## src/rtl/div_sequencer.sv

```systemverilog
`default_nettype none
// ============================================================================
// Module   : div_sequencer
// Purpose  : Multi-cycle sequencer for MIPS DIV/DIVU in the execute stage.
//            Latches the operands on accept and runs a WIDTH-iteration
//            radix-2 restoring division on operand magnitudes. Stalls the
//            pipeline while busy, then presents {remainder, quotient}
//            for the HI/LO write. An annul (exception flush) cancels the
//            operation without touching the result.
// Ports    : clk       - clock, rising edge
//            rst       - synchronous active-high reset
//            start_i   - DIV/DIVU present in EX (level, held while stalled)
//            signed_i  - 1 = DIV (signed), 0 = DIVU
//            opa_i     - dividend (rs), sampled on accept only
//            opb_i     - divisor (rt), sampled on accept only
//            annul_i   - flush; cancels any operation in flight
//            result_o  - {remainder -> HI, quotient -> LO}, registered
//            ready_o   - one-cycle pulse, result_o valid
//            stall_o   - freeze PC/IF/ID/EX
// Revision : 1.0 - initial release
// ============================================================================
module div_sequencer #(
    parameter int WIDTH = 32
) (
    input  logic                 clk,
    input  logic                 rst,
    input  logic                 start_i,
    input  logic                 signed_i,
    input  logic [WIDTH-1:0]     opa_i,
    input  logic [WIDTH-1:0]     opb_i,
    input  logic                 annul_i,
    output logic [2*WIDTH-1:0]   result_o,
    output logic                 ready_o,
    output logic                 stall_o
);

    localparam int CNT_W = (WIDTH > 1) ? $clog2(WIDTH) : 1;

    localparam logic [1:0] c_stIdle    = 2'd0;
    localparam logic [1:0] c_stDivZero = 2'd1;
    localparam logic [1:0] c_stOn      = 2'd2;
    localparam logic [1:0] c_stEnd     = 2'd3;

    localparam logic [CNT_W-1:0] c_cntLast = CNT_W'(WIDTH - 1);

    logic [1:0]           r_state;
    logic [CNT_W-1:0]     r_cnt;
    logic [WIDTH-1:0]     r_rem;      // partial remainder, always < divisor
    logic [WIDTH-1:0]     r_dvd;      // dividend shifts out, quotient shifts in
    logic [WIDTH-1:0]     r_dvs;      // divisor magnitude
    logic [WIDTH-1:0]     r_opaRaw;   // raw dividend, reported as remainder on /0
    logic                 r_negQ;
    logic                 r_negR;
    logic [2*WIDTH-1:0]   r_result;

    logic                 w_accept;
    logic [WIDTH-1:0]     w_absA;
    logic [WIDTH-1:0]     w_absB;
    logic [WIDTH:0]       w_shift;
    logic [WIDTH:0]       w_trial;
    logic                 w_fits;
    logic [WIDTH-1:0]     w_nextRem;
    logic [WIDTH-1:0]     w_nextQuo;
    logic [WIDTH-1:0]     w_finalQuo;
    logic [WIDTH-1:0]     w_finalRem;

    assign w_accept = start_i & ~annul_i;

    // Magnitudes; negation is modulo 2^WIDTH so the most negative value
    // maps onto itself, which is the correct unsigned magnitude.
    assign w_absA = (signed_i & opa_i[WIDTH-1]) ? -opa_i : opa_i;
    assign w_absB = (signed_i & opb_i[WIDTH-1]) ? -opb_i : opb_i;

    // One restoring step: shift the next dividend bit into the remainder
    // and trial-subtract with one extra bit so the borrow shows up as sign.
    assign w_shift    = {r_rem, r_dvd[WIDTH-1]};
    assign w_trial    = w_shift - {1'b0, r_dvs};
    assign w_fits     = ~w_trial[WIDTH];
    assign w_nextRem  = w_fits ? w_trial[WIDTH-1:0] : w_shift[WIDTH-1:0];
    assign w_nextQuo  = {r_dvd[WIDTH-2:0], w_fits};

    // Sign fix-up applied to the values produced by the final step.
    assign w_finalQuo = r_negQ ? -w_nextQuo : w_nextQuo;
    assign w_finalRem = r_negR ? -w_nextRem : w_nextRem;

    always_ff @(posedge clk) begin
        if (rst) begin
            r_state  <= c_stIdle;
            r_cnt    <= '0;
            r_rem    <= '0;
            r_dvd    <= '0;
            r_dvs    <= '0;
            r_opaRaw <= '0;
            r_negQ   <= 1'b0;
            r_negR   <= 1'b0;
            r_result <= '0;
        end else if (annul_i) begin
            // Flush wins over everything; result is deliberately untouched.
            r_state <= c_stIdle;
            r_cnt   <= '0;
        end else begin
            case (r_state)
                c_stIdle: begin
                    if (start_i) begin
                        r_negQ   <= signed_i & (opa_i[WIDTH-1] ^ opb_i[WIDTH-1]);
                        r_negR   <= signed_i & opa_i[WIDTH-1];
                        r_opaRaw <= opa_i;
                        r_dvd    <= w_absA;
                        r_dvs    <= w_absB;
                        r_rem    <= '0;
                        r_cnt    <= '0;
                        r_state  <= (opb_i == '0) ? c_stDivZero : c_stOn;
                    end
                end
                c_stDivZero: begin
                    r_result <= {r_opaRaw, {WIDTH{1'b1}}};
                    r_state  <= c_stEnd;
                end
                c_stOn: begin
                    r_rem <= w_nextRem;
                    r_dvd <= w_nextQuo;
                    r_cnt <= r_cnt + CNT_W'(1);
                    if (r_cnt == c_cntLast) begin
                        r_result <= {w_finalRem, w_finalQuo};
                        r_state  <= c_stEnd;
                    end
                end
                default: begin
                    r_state <= c_stIdle;
                end
            endcase
        end
    end

    assign result_o = r_result;
    assign ready_o  = (r_state == c_stEnd);
    // Only the IDLE term looks at inputs; END never stalls so the pipeline
    // advances on the edge that closes the ready cycle.
    assign stall_o  = ~rst & (((r_state == c_stIdle) & w_accept) |
                              (r_state == c_stDivZero) |
                              (r_state == c_stOn));

endmodule
`default_nettype wire
```

## config.mk

```make
export PLATFORM = sky130hd
export DESIGN_NAME = div_sequencer
export DESIGN_NICKNAME = d
export VERILOG_FILES = /design/src/rtl/div_sequencer.sv
export SDC_FILE = /design/constraint.sdc
export NUM_CORES = 1
export LEC_CHECK = 0
export BUFFER_PORTS_ARGS = -buffer_cell sky130_fd_sc_hd__buf_2
export CAP_MARGIN = 5
export CORE_ASPECT_RATIO = 0.9
export CORE_MARGIN = 2
export CORE_UTILIZATION = 26
export DETAILED_ROUTE_END_ITERATION = 6
export GPL_TIMING_DRIVEN = 0
export PLACE_DENSITY_LB_ADDON = 0.12
export REMOVE_ABC_BUFFERS = 1
export SLEW_MARGIN = 10
export SYNTH_ARGS = -nofsm -noshare
export SYNTH_HDL_FRONTEND = slang
export SYNTH_SLANG_ARGS = --single-unit
```

## constraint.sdc

```tcl
create_clock -name clk -period 10.1 [get_ports clk]
set_input_delay 0 -clock clk [delete_from_list [all_inputs] [get_ports clk]]
set_output_delay 0 -clock clk [all_outputs]
set_load 0.005 [all_outputs]
```

* Word-level counts from Yosys, hierarchy flattened
Cells that the tools add are included.
** Word-level totals
- Bits in registers :: 201
** Operators by class
- Add/subtract/negate cells :: 6
- Equality and inequality tests :: 6
- Mux-type cells :: 17
- Bitwise operators :: 12
- Reduce and logical (&&, ||, !) cells :: 10
** Operators by type and width (count)
- 2-to-1 mux 32 bit :: 7
- negator 32 bit :: 4
- case mux 32 bit (2 select lines) :: 2
- case mux 64 bit (2 select lines) :: 1
- 2-to-1 mux 64 bit :: 1
- subtractor 33 x 32 -> 33 bit :: 1
- logical NOT 32 bit :: 1
- case mux 5 bit (2 select lines) :: 1
- AND reduction 3 bit :: 3
- bitwise AND 1 bit :: 6
- 2-to-1 mux 2 bit :: 3
- case mux 2 bit (3 select lines) :: 1
- adder 5 x 1 -> 5 bit (second input constant) :: 1
- == test 5 bit (second input constant) :: 1
- 2-to-1 mux 5 bit :: 1
- == test 2 bit (second input constant) :: 2
- inequality test 2 bit (second input constant) :: 2
- AND reduction 2 bit :: 2
- nonzero test 2 bit :: 2
- inverter 1 bit :: 3
- == test 2 x 1 -> 1 bit (second input constant) :: 1
- logical NOT 2 bit :: 1
- bitwise OR 1 bit :: 2
- OR reduction 2 bit :: 1
- XOR 1 bit :: 1

* Logic depth before layout (Yosys ltp)
- Word-level depth :: 6
- Gate-level depth with buffers :: 25
- Mapped depth without buffers :: 22

* Least setup slack after synthesis
OpenSTA, ideal clock, no wires.
- Path type :: register to register
- Start point :: reg r_dvd[31]
- End point :: reg r_result[60] (netlist: result_o[60])
- Setup time :: 0.128 ns
- Arrival time :: 4.552 ns
- Data required time :: 9.972 ns
- Path slack :: 5.421 ns
- Stages on the path, launching flop included :: 23
- Clock period less this slack :: 4.679 ns
- Cells stage by stage :: dfxtp_1 > inv_1 > ha_1 > inv_1 > fa_1 > a211oi_4 > nor4_2 > o2111a_1 > o2111a_2 > o21a_1 > buf_6 > nor2_8 > buf_6 > buf_2 > mux2i_1 > ha_1 > nand4_1 > nor3_1 > a41oi_1 > o41ai_2 > xor2_1 > a221oi_1 > nor2_1
** On the way
- Cells in the longest elaborated chain, start to end :: 6
** Ends and longest elaborated chain
- from (decl) :: line 49 : logic [WIDTH-1:0] r_dvd;
- from (signal assigned) :: line 108 : r_dvd <= w_absA;
- from (signal assigned) :: line 121 : r_dvd <= w_nextQuo;
- subtractor 33 x 32 -> 33 bit :: line 77 : assign w_trial = w_shift - {1'b0, r_dvs};
- 2-to-1 mux 32 bit * :: line 79 : assign w_nextRem = w_fits ? w_trial[WIDTH-1:0] : w_shift[WIDTH-1:0];
- negator 32 bit :: line 84 : assign w_finalRem = r_negR ? -w_nextRem : w_nextRem;
- 2-to-1 mux 32 bit * :: line 84
- 2-to-1 mux 64 bit * :: line 123 : if (r_cnt == c_cntLast) begin
- case mux 64 bit (2 select lines) * :: line 102 : case (r_state)
- to (signal assigned) :: line 116 : r_result <= {r_opaRaw, {WIDTH{1'b1}}};
- to (signal assigned) :: line 124 : r_result <= {w_finalRem, w_finalQuo};
- to (decl) :: line 54 : logic [2*WIDTH-1:0] r_result;
Mark *: on every way between the ends. The rest lies on a longest branch, timed or not. The select of a mux whose other input is x is not followed.
A chain may end at the register's enable or synchronous reset.

* Worst setup path in the final report
Same ends and word-level chain as after synthesis.

==> impl_metrics.json <==
{
  "cts_resized": 0,
  "avgSynthCellArea_um2": 7.40,
  "drtIter0Drc": 606,
  "cts_made_buffers": 27,
  "overflow": 0,
  "timing.final.setup_violations": 0,
  "synth_cell_types": 86,
  "grt.met2_usage_pct": 26.8,
  "cap_viol_max_count": 0,
  "fin_tns_setup_ps": 0,
  "cts.sinks": 201,
  "p_sw_share_pct": 29.3,
  "yosysSeqAreaShare_pct": 30.5,
  "post-route-min-period_ps": 6680,
  "routed_wirelength_um": 44500,
  "critPathCaptureType": "flop",
  "yosysWarnings": 0,
  "synth_edf_count": 0,
  "synth_xor_area_share_pct": 8.84,
  "start_kind": "flop",
  "placementRows": 78,
  "dr.pass1.iters": 5,
  "vias": 13000,
  "yosys_register_bits": 201,
  "track_usage_pct": 16.8,
  "grt_max_degree": 81,
  "skew_ps": 13.3,
  "io_pins": 135,
  "worstPathMaxFanout": 44,
  "outcome": "complete, no violations",
  "synthesis.area_um2": 13200,
  "maxSlewHeadroom_pct": 26.5,
  "syn_inst": 1782,
  "wl_per_cell_um": 16.9,
  "use_met3_pct": 1.57,
  "cp.arrival_ps": 7080,
  "dpl.hpwl_um": 32900,
  "holdWs_ps": 47.6,
  "clock_latency_ps": 540,
  "drive_gt1_share_pct": 11.9,
  "final_common_cell": "nand2_1",
  "ant_nets": 0,
  "grt_pass1_wl_um": 71000,
  "gr-usage-met1_pct": 24.2,
  "mostFrequentLayoutCells": "252 x nand2_1, 218 x a21oi_1, 201 x dfxtp_1, 176 x nor2_1, 133 x buf_2",
  "seq_area_um2": 4020,
  "crit_type": "flop to flop",
  "grt_pass1_vias": 12600,
  "area_growth_pct": 24.1,
  "vdd_drop_max_mv": 0.125,
  "p_comb_share_pct": 19.3,
  "required_ps": 10500,
  "worstMarginPinSlew_ps": 1100,
  "synthFlopType": "dfxtp_1",
  "gp_congestion": 0.909,
  "antenna_found_initial": 0,
  "dieWidth_um": 241,
  "synth_top_family_by_area": "compound AO/OA/AOI/OAI gates",
  "hp-class": "input port to flop",
  "post_layout_nonfiller_instances": 2636,
  "n_fill_cell": 5426,
  "p_per_area_nw_per_um2": 140,
  "die-area_um2": 52500,
  "p_leak_nw": 6.30,
  "root_buffer": "clkbuf_16",
  "die_h_um": 218,
  "clockBufferDepth": 3,
  "start_util_pct": 26.2,
  "cts_tree": "done",
  "synthMuxAreaShare_pct": 2.97,
  "rsz0062_at_grt": "no",
  "postLayoutCellArea_um2": 16400,
  "synth-compound-area-share_pct": 26.6,
  "async_flop_share_pct": 0,
  "finalNetCount": 2048,
  "coreArea_um2": 50300,
  "grt-busiest-layer": "met2",
  "port_buffers": 134,
  "n_antenna_cell": 0,
  "fmax_mhz": 150,
  "drc_errors": 0,
  "cts_max_level": 1,
  "min_period_over_period_pct": 66.1,
  "multi_input_area_um2": 8520,
  "seq_power_share_pct": 37.1,
  "hold_viol_final": 0,
  "slew_violations": 0,
  "synth_fa_ha_area_share_pct": 4.14,
  "placed_area_um2": 14500,
  "synth-simple-area-share_pct": 21.8,
  "clock_power_share_pct": 43.6,
  "viasPerCell": 4.93,
  "p_int_mw": 1.62,
  "power.net_switching_mw": 0.669,
  "place_inst": 2491,
  "clk_pin_slew_ps": 60
}
## cell families (layout without fill, tap and decap cells)
group / after synthesis / count (layout)
buf+inv: 172 / 346
simple gates: 628 / 628
fa+ha+maj: 43 / 43
mux: 37 / 37
xor+xnor: 133 / 133
compound gates: 568 / 568
flops: 201 / 201
## what timing repair did
item                                    CTS  global route
endpoints found under the setup margin    0             0
endpoints found under the hold margin   118             0
hold buffers                             96             0
buffers inserted                          0             0
## routing by layer
metal  part of all wire, %  wire, um
met3                   3.5      1550
met4                   2.1       938
met2                    44     19700
met5                     0         0
met1                    50     22300
## flip-flops by register name, indices dropped and copies added (netlist names)
name / count
r_negQ: 1
r_rem: 32
r_dvd: 32
r_opaRaw: 32
r_cnt: 5
r_dvs: 32
result_o: 64
r_state: 2
r_negR: 1
## worst max-delay path: stages (launching register included)
cell      delay, ps
dfxtp_1         340
inv_1           120
ha_1            190
inv_1            70
fa_1            440
a211oi_4        320
nor4_2          120
o2111a_1        290
o2111a_2        320
o21a_1          410
nor2_8          790
inv_2           570
a21oi_1         360
ha_1            260
nand4_1         200
nor3_1          290
a41oi_1         360
o41ai_2         480
xor2_1          160
a221oi_1        290
nor2_1           60
## synthesized netlist by cell type (all sizes together) (13+ instances only)
cell type | instances | area, um2
buf | 28 | 143
nand2 | 252 | 946
a22oi | 14 | 105
xor2 | 70 | 613
a21oi | 218 | 1090
ha | 42 | 526
nor2 | 181 | 696
and3 | 19 | 119
nor3 | 44 | 236
clkbuf | 85 | 319
a21o | 16 | 120
a211oi | 49 | 385
nand3 | 19 | 95.1
dfxtp | 201 | 4020
o31ai | 27 | 218
nor4 | 19 | 125
xnor2 | 63 | 552
and2 | 13 | 81.3
inv | 58 | 218
o211ai | 13 | 97.6
or3 | 24 | 155
mux2i | 33 | 347
o21ai | 137 | 689
a31oi | 18 | 113
## power groups by stage
stage	Combinational (mW)	Clock (mW)	Sequential, mW
final	0.441	0.996	0.847
after CTS	0.443	1.03	0.847
after global placement	0.406	0	0.863
after detailed placement	0.411	0	0.864
after floorplan	0.274	0	0.857
after global routing	0.494	1.06	0.851
## layout make-up
class / count / share of cell area [%]
clock buffers: 37 / 4.85
clock inverters: 12 / 0.864
inverters: 59 / 1.35
multi-input cells: 1409 / 52.1
flip-flops and latches: 201 / 24.6
well taps: 680 / 5.20
repair buffers: 238 / 11.1
## worst paths after layout
path,start,end,slack [ps],cells after the start
worst min register to register,r_opaRaw[12]$_SDFFE_PP0P_,r_opaRaw[12]$_SDFFE_PP0P_,460,2
worst min-delay path,start_i,r_dvs[23]$_SDFFE_PP0P_,50,5
worst max register to register,r_dvd[31]$_SDFFE_PP0P_,result_o[60]$_SDFFE_PP0P_,3420,20
worst max-delay path,r_dvd[31]$_SDFFE_PP0P_,result_o[60]$_SDFFE_PP0P_,3420,20
## per-stage QoR
step / util, % / power, mW / setup WS, ps
after floorplan: - / 1.13 / 4730
after global placement: 28.3 / 1.27 / 317
after detailed placement: 28.8 / 1.28 / 3460
after CTS: 32.6 / 2.32 / 3400
after global routing: 32.6 / 2.41 / 3020
final: 32.6 / 2.28 / 3420
No activity file was read; power rests on OpenSTA's default activity.
